<file path="src/rtl/pipe_stage_skid.sv">
//==============================================================================
// pipe_stage_skid : valid/ready pipeline register with 2-entry skid buffer
// Rev 1.0 - registered in_ready, FIFO-ordered, saturating stall/bubble counters
//==============================================================================
`default_nettype none

module pipe_stage_skid #(
    parameter int DATA_W = 96,
    parameter int CNT_W  = 16
) (
    input  logic              clk,
    input  logic              rstn,
    input  logic              flush,
    input  logic              in_valid,
    output logic              in_ready,
    input  logic [DATA_W-1:0] in_data,
    output logic              out_valid,
    input  logic              out_ready,
    output logic [DATA_W-1:0] out_data,
    output logic [1:0]        occupancy,
    input  logic              cnt_clr,
    output logic [CNT_W-1:0]  stall_cycles,
    output logic [CNT_W-1:0]  bubble_cycles
);

    localparam logic [CNT_W-1:0] CNT_ONE = CNT_W'(1);

    typedef enum logic [1:0] {
        EMPTY = 2'd0,
        ONE   = 2'd1,
        FULL  = 2'd2
    } state_t;

    state_t            state, state_nx;
    logic [DATA_W-1:0] main_q, main_nx;
    logic [DATA_W-1:0] skid_q, skid_nx;
    logic              in_fire, out_fire;

    assign in_fire  = in_valid & in_ready;
    assign out_fire = out_valid & out_ready;

    always_comb begin
        state_nx = state;
        main_nx  = main_q;
        skid_nx  = skid_q;
        if (flush) begin
            state_nx = EMPTY;
            main_nx  = '0;
            skid_nx  = '0;
        end else begin
            case (state)
                EMPTY: begin
                    if (in_fire) begin
                        state_nx = ONE;
                        main_nx  = in_data;
                    end
                end
                ONE: begin
                    if (in_fire && out_fire) begin
                        main_nx = in_data;
                    end else if (in_fire) begin
                        state_nx = FULL;
                        skid_nx  = in_data;
                    end else if (out_fire) begin
                        state_nx = EMPTY;
                        main_nx  = '0;
                    end
                end
                FULL: begin
                    // The older entry sits in main, so skid only ever refills main
                    if (out_fire) begin
                        state_nx = ONE;
                        main_nx  = skid_q;
                        skid_nx  = '0;
                    end
                end
                default: begin
                    state_nx = EMPTY;
                    main_nx  = '0;
                    skid_nx  = '0;
                end
            endcase
        end
    end

    // Handshake outputs come straight from flops fed by the next state
    always_ff @(posedge clk or negedge rstn) begin
        if (!rstn) begin
            state     <= EMPTY;
            main_q    <= '0;
            skid_q    <= '0;
            in_ready  <= 1'b1;
            out_valid <= 1'b0;
        end else begin
            state     <= state_nx;
            main_q    <= main_nx;
            skid_q    <= skid_nx;
            in_ready  <= (state_nx != FULL);
            out_valid <= (state_nx != EMPTY);
        end
    end

    // main is held at zero whenever the stage is empty
    assign out_data = main_q;

    always_comb begin
        occupancy = 2'd0;
        case (state)
            ONE:     occupancy = 2'd1;
            FULL:    occupancy = 2'd2;
            default: occupancy = 2'd0;
        endcase
    end

    always_ff @(posedge clk or negedge rstn) begin
        if (!rstn) begin
            stall_cycles <= '0;
        end else if (cnt_clr) begin
            stall_cycles <= '0;
        end else if (out_valid && !out_ready && (stall_cycles != '1)) begin
            stall_cycles <= stall_cycles + CNT_ONE;
        end
    end

    always_ff @(posedge clk or negedge rstn) begin
        if (!rstn) begin
            bubble_cycles <= '0;
        end else if (cnt_clr) begin
            bubble_cycles <= '0;
        end else if ((!out_valid || flush) && (bubble_cycles != '1)) begin
            bubble_cycles <= bubble_cycles + CNT_ONE;
        end
    end

endmodule

`default_nettype wire

</file>
<file path="config.mk">
export PLATFORM = sky130hd
export DESIGN_NAME = pipe_stage_skid
export DESIGN_NICKNAME = d
export VERILOG_FILES = /design/src/rtl/pipe_stage_skid.sv
export SDC_FILE = /design/constraint.sdc
export NUM_CORES = 1
export LEC_CHECK = 0
export CORE_MARGIN = 1
export CORE_UTILIZATION = 47
export DETAILED_ROUTE_END_ITERATION = 8
export PLACE_DENSITY = 0.74
export SETUP_SLACK_MARGIN = 0.3
export SYNTH_ARGS = -nofsm -noshare
export SYNTH_HDL_FRONTEND = slang
export SYNTH_SLANG_ARGS = --single-unit
</file>
<file path="constraint.sdc">
create_clock -name clk -period 2.1 [get_ports clk]
set_input_delay 0.42 -clock clk [delete_from_list [all_inputs] [get_ports clk]]
set_output_delay 0.42 -clock clk [all_outputs]
set_load 0.01 [all_outputs]
</file>
==> results.json, run 1 <==
{
  "status": "completed",
  "antenna_found_initial": 1,
  "routed_wl_microns": 34100,
  "ant_nets": 0,
  "ys_ff_latch": 228,
  "synth_top_family_by_area": "simple AND/OR/NAND/NOR gates",
  "cts_made_buffers": 26,
  "dr.pass1.iters": 5,
  "place_congestion": 0.875,
  "post-route-period-util": 0.875,
  "grt_pass1_wl_microns": 50000,
  "dieArea_sq_um": 24400,
  "core-area_sq_um": 23400,
  "ioPinCount": 234,
  "hold_path_class": "in2async",
  "rsz0062_at_grt": "yes",
  "synth_seq_area_share": 0.510,
  "drive_above_1_share": 0.150,
  "critPathArrivalTime_ns": 2.29,
  "drtIter0Drc": 694,
  "grt_pass1_vias": 9680,
  "cts_buffer_depth": 3,
  "clock_latency_ns": 0.53,
  "via_per_inst": 5.46,
  "gr-usage-all-layers": 0.255,
  "dp_hpwl_microns": 20000,
  "synthCells": 1195,
  "slew_headroom": 0.661,
  "postSynthAreaPerCell_sq_um": 9.36,
  "cts_tree": "done",
  "nNetsFinal": 1596,
  "netlist_area_sq_um": 11200,
  "start_util": 0.478,
  "clk_pin_slew_ns": 0.06,
  "p_per_area_nw_per_um2": 753,
  "yosys.area_share.simple": 0.150,
  "finish.utilization": 0.683,
  "wl_per_cell_microns": 18.6,
  "path_max_fanout": 9,
  "period_minus_slack_ns": 1.84,
  "synthMuxAreaShare": 0.147,
  "route.detailed.drc": 0,
  "start_kind": "flip-flop",
  "clock-root-buffer": "clkbuf_16",
  "synthAdderAreaFrac": 0.00224,
  "die_y_microns": 156,
  "yosys_warnings": 0,
  "htreeDepth": 1,
  "crit_type": "reg2reg",
  "die_x_microns": 156,
  "rows": 56,
  "vias": 9993,
  "synthXorXnorAreaFrac": 0,
  "grt_max_degree": 57,
  "hold_viol_final": 0,
  "clock_sinks": 228,
  "slew_violations": 0,
  "skew_ns": 0.0230,
  "setup_viol": 0,
  "total_leakage_power_nw": 7.58,
  "areaGrowthSynthToFinish_pct": 42.9,
  "syn_nets": 1299,
  "post-place-cells": 1722,
  "grt.overflow.total": 0,
  "irDropWorstVdd_v": 0.000649,
  "synth_compound_area_frac": 0.125,
  "worstPathRequired_ns": 2.55,
  "layout.cells.non_filler": 1829,
  "endpoint_kind": "flip-flop",
  "tightest_slew_ns": 0.508,
  "max_freq_mhz": 544,
  "portBuffers": 233,
  "diodes": 0,
  "synth_cell_type_count": 48,
  "drv_cap": 0
}
synthesized netlist by cell type, drive strengths merged:
cell,count,area (sq um)
mux2,8,90.1
a311oi,1,8.76
o32ai,1,16.3
mux2i,155,1550
a31oi,7,43.8
o21ai,102,510
buf,37,194
or2,2,12.5
or4,4,30.0
nor2,72,270
and4b,1,10.0
nor4,8,50.1
and2,5,31.3
nand4,9,56.3
and4,4,35.0
ha,2,25.0
or3,6,37.5
a32oi,1,8.76
nand2b,6,37.5
nor3,8,40.0
nand2,209,785
and3b,1,8.76
dfstp,1,26.3
nand4b,1,8.76
a21o,3,22.5
o21a,1,7.51
clkbuf,41,154
a211oi,4,30.0
nor3b,2,15.0
a21oi,77,385
inv,102,383
or4b,1,13.8
o31ai,3,22.5
nand3,11,55.1
or2b,1,7.51
o21bai,5,37.5
a22oi,40,300
nor4b,4,35.0
and3,5,31.3
nor2b,16,108
o41ai,1,8.76
dfrtp,227,5680
final timing paths:
kind	startpoint	to	slack (ns)	cells past startpoint
min in group clk	in_data[32]	skid_q[32]	0.46	3
setup reg to reg	out_valid	bubble_cycles[14]	0.26	5
setup / recovery	out_valid	bubble_cycles[14]	0.26	5
max in group asynchronous	rstn	bubble_cycles[1]	1.01	3
hold / removal	rstn	out_data[83]	0.43	2
hold reg to reg	out_data[87]	out_data[87]	0.47	2
critical path, stage by stage (launching register included):
cell     delay (ns)
dfrtp_2        0.41
buf_6          0.14
nor2b_4        0.13
or4b_4         0.55
or4_1          0.40
a21oi_1        0.13
kinds of logic (layout without fill, tap and decap cells):
family	count (synthesis)	after routing
AOI/OAI and AO/OA	246	247
adders and majority gates	2	2
buffers and inverters	180	494
DFF	228	228
muxes	163	163
and+or+nand+nor	376	376
layer usage:
| layer | share of wire | vias to the layer above | global-route usage |
|---|---|---|---|
| met5 | 0.00038 | - | 0 |
| met4 | 0.031 | 2 | 0.0836 |
| met3 | 0.064 | 64 | 0.0454 |
| met2 | 0.47 | 338 | 0.429 |
| met1 | 0.43 | 4949 | 0.334 |
| li1 | - | 4640 | - |
area by class of cell:
type                       instances  area [sq um]
timing repair buffer             346          3630
sequential                       228          5730
clock buffer                      41           788
inverter                         102           383
clock inverter                     5          27.5
fill                            1896          7420
tap                              319           399
multi-input combinational        788          5020
report_power, final:
part | switching, mW | internal [mW] | total, mW | leakage, nW
Sequential | 0.210 | 4.73 | 4.94 | 3.10
Combinational | 1.43 | 1.30 | 2.72 | 4.08
Clock | 1.81 | 2.56 | 4.37 | 0.401
metrics by stage:
stage          hold slack [ns]  instance area, sq um  TNS, ns  total power [mW]  setup WS (ns)
3_5_place_dp             0.393                 14300    -7.39              7.44         -0.137
6_report                 0.427                 16000        0              12.0          0.262
3_3_place_gp             0.395                 14300    -4.12              7.39         -0.156
5_1_grt                  0.474                 16000        0              12.5         0.0844
2_1_floorplan            0.124                 11200        0              6.14          0.273
4_1_cts                  0.440                 15200        0              11.7          0.197
sequential cells by signal, summed over array words and instances (netlist names):
register       flops
out_valid          1
stall_cycles      16
out_data          96
in_ready           1
state              2
bubble_cycles     16
skid_q            96
what timing repair did:
| item | 4_1_cts | 5_1_grt |
|---|---|---|
| resized for setup | 159 | 109 |
| buffers inserted | 25 | 16 |
| cloned | 0 | 19 |
| pin swaps | 1 | 14 |
| setup endpoints to repair | 140 | 182 |
| endpoints found under the hold margin | 50 | 0 |
| hold buffers | 1 | 0 |
layout by cell type (no fill, tap or decap), drive strengths merged, types with 3 or more instances in the layout:
cell and count:
and2 5, a211oi 4, buf 103, a31oi 7
or3 6, or4 4, nor4 8, nor2 72
a21o 4, and3 5, nor4b 4, o21ai 102
nor2b 16, dfrtp 227, nor3 8, nand2 209
inv 102, o21bai 5, dlygate4sd2 127, clkdlybuf4s50 100
nand4 9, nand3 11, clkinv 4, clkdlybuf4s15 3
nand2b 6, clkbuf 53, a21oi 77, mux2 8
a22oi 40, and4 4, mux2i 155, o31ai 3
No activity file was read; power rests on OpenSTA's default activity.
==> inputs of run 2 (changes only) <==
Settings changed: CORE_MARGIN 1 to 5.
==> run 2 against run 1 <==
Against the previous run: cell area is 2.9% higher; clock power is 2% higher; non-clock buffer count stayed put; worst setup slack worse by 0.042 ns; utilization is 1.8 points higher; register-to-register slack worse by 0.04 ns; sequential power is 2% higher; global-route usage is 1.5 points lower; critical endpoint is now out_data[66].
==> results.json, run 2 (synthesis results as in run 1) <==
{
  "status": "completed",
  "die_x_microns": 164,
  "hold_path_class": "in2async",
  "tightest_slew_ns": 0.715,
  "irDropWorstVdd_v": 0.000529,
  "slew_violations": 0,
  "core-area_sq_um": 23500,
  "via_per_inst": 5.61,
  "drive_above_1_share": 0.219,
  "htreeDepth": 1,
  "gr-usage-all-layers": 0.241,
  "reg2reg_to": "out_data[66]",
  "endpoint_kind": "flip-flop",
  "wl_per_cell_microns": 19.7,
  "dp_hpwl_microns": 20800,
  "drv_cap": 0,
  "ioPinCount": 234,
  "finish.utilization": 0.700,
  "r2r_cells": 8,
  "start_util": 0.476,
  "post-route-period-util": 0.895,
  "final_common_cell": "dfrtp_1",
  "worstPathRequired_ns": 2.54,
  "final_area_sq_um": 16400,
  "placed_area_sq_um": 14300,
  "dieArea_sq_um": 27000,
  "clk_pin_slew_ns": 0.06,
  "dr.pass1.iters": 5,
  "grt_pass1_vias": 9938,
  "clock_sinks": 228,
  "ant_nets": 0,
  "antenna_found_initial": 0,
  "areaGrowthSynthToFinish_pct": 47.0,
  "portBuffers": 233,
  "clock_latency_ns": 0.52,
  "place_congestion": 0.849,
  "rsz0062_at_grt": "yes",
  "max_freq_mhz": 532,
  "crit_type": "reg2reg",
  "grt_pass1_wl_microns": 52500,
  "rows": 56,
  "power_mw": 12.4,
  "nNetsFinal": 1595,
  "clock-root-buffer": "clkbuf_16",
  "critPathArrivalTime_ns": 2.32,
  "hold_viol_final": 0,
  "drtIter0Drc": 801,
  "r2r_start": "state[1]",
  "diodes": 0,
  "fin_hold_ws_ns": 0.443,
  "total_leakage_power_nw": 8.11,
  "cts_buffer_depth": 3,
  "r2r_slack_ns": 0.22,
  "period_minus_slack_ns": 1.88,
  "die_y_microns": 164,
  "dp_slack_ns": -0.120,
  "p_per_area_nw_per_um2": 754,
  "final_cell_mix": "dfrtp_1 (212), mux2i_1 (155), nand2_1 (133), dlygate4sd2_1 (126), inv_1 (102)",
  "start_kind": "flip-flop",
  "grt_max_degree": 55,
  "vias": 10300,
  "cts_made_buffers": 25,
  "route.detailed.drc": 0,
  "setup_viol": 0,
  "slew_headroom": 0.521,
  "cts_tree": "done",
  "routed_wl_microns": 36000,
  "skew_ns": 0.00685,
  "grt.overflow.total": 0,
  "setup_ws_ns": 0.220,
  "path_max_fanout": 8
}
==> run 2: routing by layer <==
| layer | GRT usage | wire length (microns) |
|---|---|---|
| met5 | 0 | 0 |
| met4 | 0.0610 | 788 |
| met3 | 0.0429 | 2590 |
| met2 | 0.407 | 17800 |
| met1 | 0.323 | 14800 |
==> run 2: power by group <==
part           internal (mW)  switching (mW)  total, mW
Sequential              4.73           0.283       5.02
Clock                   2.66            1.81       4.46
Combinational           1.35            1.57       2.92
==> run 2: timing repair <==
item	4_1_cts	5_1_grt
gates resized for setup	158	277
endpoints found under the setup margin	170	146
setup buffers	30	11
gates cloned	3	16
pin swaps	4	75
hold buffers	1	0
hold endpoints to repair	47	0
==> run 2: cell type report <==
cell class                      count  area [sq um]
Clock inverter                      8          72.6
Timing Repair Buffer              346          3610
Multi-Input combinational cell    788          5470
Clock buffer                       37           771
Inverter                          102           383
Fill cell                        1771          7030
Sequential cell                   228          5730
Tap cell                          319           399
==> run 2: worst max-delay path by stage <==
stage               cells after the start  startpoint  slack [ns]                end
global route                            8    state[1]        0.18       out_data[70]
floorplan                               8   out_valid        0.27         skid_q[55]
global placement                        5       flush       -0.12  bubble_cycles[14]
detailed placement                      5   out_ready       -0.12    stall_cycles[9]
finish                                  8    state[1]        0.22       out_data[66]
CTS                                     2    state[0]        0.19       occupancy[1]
==> run 2: metrics by stage <==
stage	setup TNS, ns	cells
floorplan	0	1195
CTS	0	1801
global placement	-2.99	1722
global route	0	1828
finish	0	1828
detailed placement	-7.51	1722
==> run 2: worst max-delay path, stage by stage (launching register included) <==
cell,delay [ns]
dfrtp_4,0.49
buf_6,0.14
or2_4,0.24
o32ai_4,0.29
buf_4,0.17
buf_8,0.13
clkbuf_16,0.18
nand2_1,0.06
o21ai_1,0.08
